## src/rtl/spm_product_collector.sv

```systemverilog
// ---------------------------------------------------------------------------
// spm_product_collector
//
// Purpose:
//   Collects the LSB-first serial product stream of the serial-parallel
//   multiplier (spm) and reassembles it into a 2*WIDTH-bit parallel word.
//   The word is offered on a valid/ready handshake so that core logic or a
//   pad-side readout can take the product without sampling the serial pin.
//
// Parameters:
//   WIDTH       operand width of the spm. The product and the capture window
//               are both 2*WIDTH (bits / cycles).
//
// Ports:
//   clk         system clock, rising edge
//   rst         synchronous active-high reset
//   start       one-cycle pulse in the cycle the spm starts a multiply;
//               product bit 0 is sampled on the following cycle
//   p           serial product bit, LSB-first
//   prod        assembled product, stable while prod_valid=1
//   prod_valid  product available
//   prod_ready  consumer accepts prod this cycle
//   busy        high while capturing (SHIFT) or holding (HOLD)
//   overrun     sticky: a start arrived while busy and was dropped
//   prod_par    (only with SPM_COLLECT_PARITY_EN) XOR reduction of prod,
//               registered together with prod
//
// Optional feature macro: SPM_COLLECT_PARITY_EN
// ---------------------------------------------------------------------------
module spm_product_collector #(
   parameter int WIDTH = 8
) (
   input  logic               clk,
   input  logic               rst,
   input  logic               start,
   input  logic               p,
   output logic [2*WIDTH-1:0] prod,
   output logic               prod_valid,
   input  logic               prod_ready,
   output logic               busy,
   output logic               overrun
`ifdef SPM_COLLECT_PARITY_EN
   ,
   output logic               prod_par
`endif
);

   localparam int PW = 2 * WIDTH;
   localparam int CW = $clog2(PW);
   localparam logic [CW-1:0] CNT_LAST = CW'(PW - 1);

   typedef enum logic [1:0] {
      ST_IDLE  = 2'd0,
      ST_SHIFT = 2'd1,
      ST_HOLD  = 2'd2
   } state_t;

   state_t          state_q;
   logic [PW-1:0]   sr_q;
   logic [PW-1:0]   sr_d;
   logic [CW-1:0]   cnt_q;
   logic [PW-1:0]   prod_q;
   logic            prod_valid_q;
   logic            busy_q;
   logic            overrun_q;
   logic            handshake_s;

`ifdef SPM_COLLECT_PARITY_EN
   logic            prod_par_q;

   // Even/odd parity of a full product word.
   function automatic logic parity_f(input logic [PW-1:0] word);
      return ^word;
   endfunction
`endif

   // Next shift-register value: new bit enters at the MSB so that after
   // PW captures the first (LSB) bit has arrived at bit 0.
   always_comb begin
      sr_d        = {p, sr_q[PW-1:1]};
      handshake_s = prod_valid_q & prod_ready;
   end

   // Capture FSM with registered outputs.
   always_ff @(posedge clk) begin
      if (rst) begin
         state_q      <= ST_IDLE;
         sr_q         <= '0;
         cnt_q        <= '0;
         prod_q       <= '0;
         prod_valid_q <= 1'b0;
         busy_q       <= 1'b0;
         overrun_q    <= 1'b0;
`ifdef SPM_COLLECT_PARITY_EN
         prod_par_q   <= 1'b0;
`endif
      end else begin
         case (state_q)
            ST_IDLE: begin
               if (start) begin
                  state_q <= ST_SHIFT;
                  cnt_q   <= '0;
                  busy_q  <= 1'b1;
               end
            end

            ST_SHIFT: begin
               sr_q  <= sr_d;
               cnt_q <= cnt_q + CW'(1);
               // A start during capture cannot be honoured; flag and drop it.
               if (start) begin
                  overrun_q <= 1'b1;
               end
               if (cnt_q == CNT_LAST) begin
                  // Load the completed word including the bit arriving now.
                  prod_q       <= sr_d;
                  prod_valid_q <= 1'b1;
                  state_q      <= ST_HOLD;
                  cnt_q        <= '0;
`ifdef SPM_COLLECT_PARITY_EN
                  prod_par_q   <= parity_f(sr_d);
`endif
               end
            end

            ST_HOLD: begin
               if (handshake_s) begin
                  prod_valid_q <= 1'b0;
                  if (start) begin
                     // Back-to-back: prod keeps its old value until the
                     // next product completes.
                     state_q <= ST_SHIFT;
                     cnt_q   <= '0;
                  end else begin
                     state_q <= ST_IDLE;
                     busy_q  <= 1'b0;
                  end
               end else if (start) begin
                  overrun_q <= 1'b1;
               end
            end

            default: begin
               state_q      <= ST_IDLE;
               cnt_q        <= '0;
               prod_valid_q <= 1'b0;
               busy_q       <= 1'b0;
            end
         endcase
      end
   end

   assign prod       = prod_q;
   assign prod_valid = prod_valid_q;
   assign busy       = busy_q;
   assign overrun    = overrun_q;
`ifdef SPM_COLLECT_PARITY_EN
   assign prod_par   = prod_par_q;
`endif

endmodule

```

## config.mk

```make
export PLATFORM = sky130hd
export DESIGN_NAME = spm_product_collector
export DESIGN_NICKNAME = d
export VERILOG_FILES = /design/src/rtl/spm_product_collector.sv
export SDC_FILE = /design/constraint.sdc
export NUM_CORES = 1
export LEC_CHECK = 0
export ABC_AREA = 1
export BUFFER_PORTS_ARGS = -buffer_cell sky130_fd_sc_hd__buf_2
export CELL_PAD_IN_SITES_DETAIL_PLACEMENT = 0
export CELL_PAD_IN_SITES_GLOBAL_PLACEMENT = 1
export CORE_UTILIZATION = 36
export CTS_CLUSTER_DIAMETER = 100
export CTS_CLUSTER_SIZE = 12
export DETAILED_ROUTE_END_ITERATION = 12
export PLACE_DENSITY = 0.76
export SYNTH_ARGS = -nofsm -noshare
export SYNTH_HDL_FRONTEND = slang
export SYNTH_SLANG_ARGS = --single-unit
```

## constraint.sdc

```tcl
create_clock -name clk -period 1.5 [get_ports clk]
set_clock_uncertainty 0.2 [all_clocks]
set_input_delay 0.375 -clock clk [delete_from_list [all_inputs] [get_ports clk]]
set_output_delay 0.375 -clock clk [all_outputs]
set_load 0.03 [all_outputs]
```

==> impl_metrics.py <==
metrics = {
    "synthesis": {
        "synthFlopType": "dfxtp_1",
        "ys_types": 21,
        "synth_seq_cells": 40,
        "synth.area.top_cells": "dfxtp_1 (53%), nand2_1 (10%), nor2_1 (8.2%)",
        "syn_area_per_cell_um2": 8.00,
        "synth_top_area_share_pct": 52.9,
        "seq_area_frac_synth_pct": 52.9,
        "yosys.area.top_type": "dfxtp_1",
        "synth-async-reset-ratio_pct": 0,
        "synth_edf_count": 0,
        "synth_warnings": 0,
        "syn-num-nets": 195,
        "synthCells": 189,
        "netlist_area_um2": 1510,
    },
    "placed_design": {
        "port_buffers": 23,
        "preCtsSetupSlack_ns": 0.0533,
        "hpwl_um": 2000,
        "place_area_um2": 1740,
        "placedCellCount": 265,
        "gp_congestion": 0.719,
    },
    "run_status": {
        "status": "complete, no violations",
    },
    "worst_setup_path": {
        "ff2ff_path_depth": 6,
        "critPathLaunch": "cnt_q[1]",
        "arrival_ns": 1.41,
        "critPathMaxFanout": 9,
        "start_kind": "flip-flop",
        "required_ns": 1.50,
        "max_stage_delay_ns": 0.39,
        "r2r_start": "cnt_q[1]",
        "path_class": "flip-flop to flip-flop",
        "critPathTopFamily": "flip-flops",
        "reg2reg_slack_ns": 0.08,
        "critPathCaptureType": "flip-flop",
        "crit_chain": "ha_4 > nand3_4 > nor2_8 > buf_6 > nor2_1 > a211oi_1",
        "cp_slowest_cell": "dfxtp_1",
        "r2r_end": "prod_valid",
        "path_buf_inv": 1,
    },
    "detailed_routing": {
        "route.vias.total": 1270,
        "drc": 0,
        "routed_wl_um": 2950,
        "routedWlPerCell_um": 10.8,
        "drt_iter0_drc": 29,
        "ant_nets": 0,
        "routed_via_density": 4.65,
        "dr.pass1.iters": 4,
    },
    "finish": {
        "design_area_um2": 1850,
        "nNetsFinal": 228,
        "diodes": 0,
        "postLayoutCoreUtil_pct": 46.0,
        "final_cells": 273,
        "multi_input_area_um2": 634,
        "layout_common_cells": "nand2_1 (41), dfxtp_1 (40), nor2_1 (33), buf_2 (23), a21oi_1 (21)",
        "syn2layout_area_growth_pct": 22.5,
        "fillers": 438,
        "drive_above_1_share_pct": 22.9,
        "final_common_cell": "nand2_1",
        "regArea_um2": 801,
    },
    "clocking": {
        "htree_levels": 2,
        "clkTransAtPathRegs_ns": 0.07,
        "clock_path_buffers": 2,
        "tritoncts": "done",
        "clock_latency_ns": 0.28,
        "clock_sinks": 40,
        "postCtsSetupBuffers": 0,
        "root_buffer": "clkbuf_8",
        "numCtsBuffers": 5,
    },
    "sta": {
        "max_slew.worst_pin.slew_ns": 0.457,
        "hold_ws_ns": 0.167,
        "tns_ns": 0,
        "fin_crit_sh_pct": 94.3,
        "fmax_mhz": 707,
        "relSlewSlack_pct": 69.2,
        "slew_violations": 0,
        "hold_viol": 0,
        "setup_viol": 0,
        "fin_crit_ns": 1.42,
        "setup_ws_ns": 0.0849,
    },
    "floorplanning": {
        "die_w_um": 66.8,
        "initial_core_util_pct": 37.5,
        "die_area_um2": 4460,
        "num_rows": 23,
        "ios": 24,
        "die_h_um": 66.8,
        "coreArea_um2": 4030,
    },
    "power": {
        "leakagePower_nw": 0.800,
        "vdd_drop_max_mv": 0.605,
        "powerDensity_nw_per_um2": 1100,
        "total_power_mw": 2.03,
    },
    "global_route": {
        "grt_use_total_pct": 14.5,
        "antenna_found_initial": 0,
        "grt_remaining_overflow": 0,
        "grt_pass1_vias": 1088,
        "grt_max_degree": 17,
        "grt_pass1_wl_um": 4840,
    },
    "min_path": {
        "hold_depth": 3,
        "hold_class": "primary input to flip-flop",
        "min_to": "prod[15]",
        "min-delay-start": "p",
    },
    "run": {
        "drv_cap": 0,
    },
}
[synth_stat cells (all sizes together) (3+ instances only)]
master / instances
nand2: 42
dfxtp: 40
nor2: 34
a21oi: 23
o21ai: 18
inv: 10
clkbuf: 5
nand3: 5
buf: 4
a211oi: 3
[timing repair]
action	CTS	global route
hold buffers	0	0
resized for setup	0	7
endpoints found under the setup margin	0	22
[report_power, final]
group / internal [mW] / leakage (nW) / total [mW] / switching [mW]
logic: 0.0716 / 0.429 / 0.180 / 0.109
registers: 1.11 / 0.326 / 1.14 / 0.0325
clock network: 0.375 / 0.0455 / 0.713 / 0.338
[metal layers]
layer | vias to the layer above | wire (um) | share of wire (%) | GRT usage (%)
li1 | 677 | - | - | -
met2 | 18 | 1290 | 44 | 21.5
met5 | - | 0 | 0 | 0
met4 | 0 | 31 | 1.0 | 6.38
met1 | 571 | 1540 | 52 | 19.8
met3 | 4 | 95 | 3.2 | 3.60
[worst reg2reg max path, delay by kind of cell (launching register included)]
kind | cells | cell delay, ns
flip-flops | 1 | 0.39
AND/OR/NAND/NOR | 3 | 0.28
adder cells (fa/ha/maj) | 1 | 0.17
AO/OA/AOI/OAI | 1 | 0.15
buffers and inverters | 1 | 0.14
[cell families after synthesis]
kind of cell / after synthesis / share of synthesized area [%]
AO/OA/AOI/OAI: 45 / 16.0
buffers and inverters: 19 / 6.29
AND/OR/NAND/NOR: 83 / 23.3
adder cells (fa/ha/maj): 1 / 0.827
flip-flops: 40 / 52.9
XOR/XNOR: 1 / 0.579
[registers in the layout, summed over array words and instances, names as in the netlist]
signal,cells
prod_valid,1
busy,1
prod,16
overrun,1
sr_q,15
state_q,2
cnt_q,4
[cell type report]
cell class / instances / share of cell area, %
Inverter: 10 / 2.16
Tap cell: 50 / 3.38
Timing Repair Buffer: 35 / 12.2
Multi-Input combinational cell: 130 / 34.2
Clock buffer: 8 / 4.86
Sequential cell: 40 / 43.2
[worst max-delay path by stage]
| stage | endpoint | slack [ns] | depth (start not counted) |
|---|---|---|---|
| 5_1_grt | prod[5] | -0.02 | 6 |
| 2_1_floorplan | prod[10] | 0.02 | 7 |
| 3_5_place_dp | prod[12] | 0.05 | 6 |
| 6_report | prod_valid | 0.08 | 6 |
| 3_3_place_gp | prod[10] | 0.08 | 6 |
| 4_1_cts | prod[6] | 0.03 | 6 |
No activity file was read; power rests on OpenSTA's default activity.
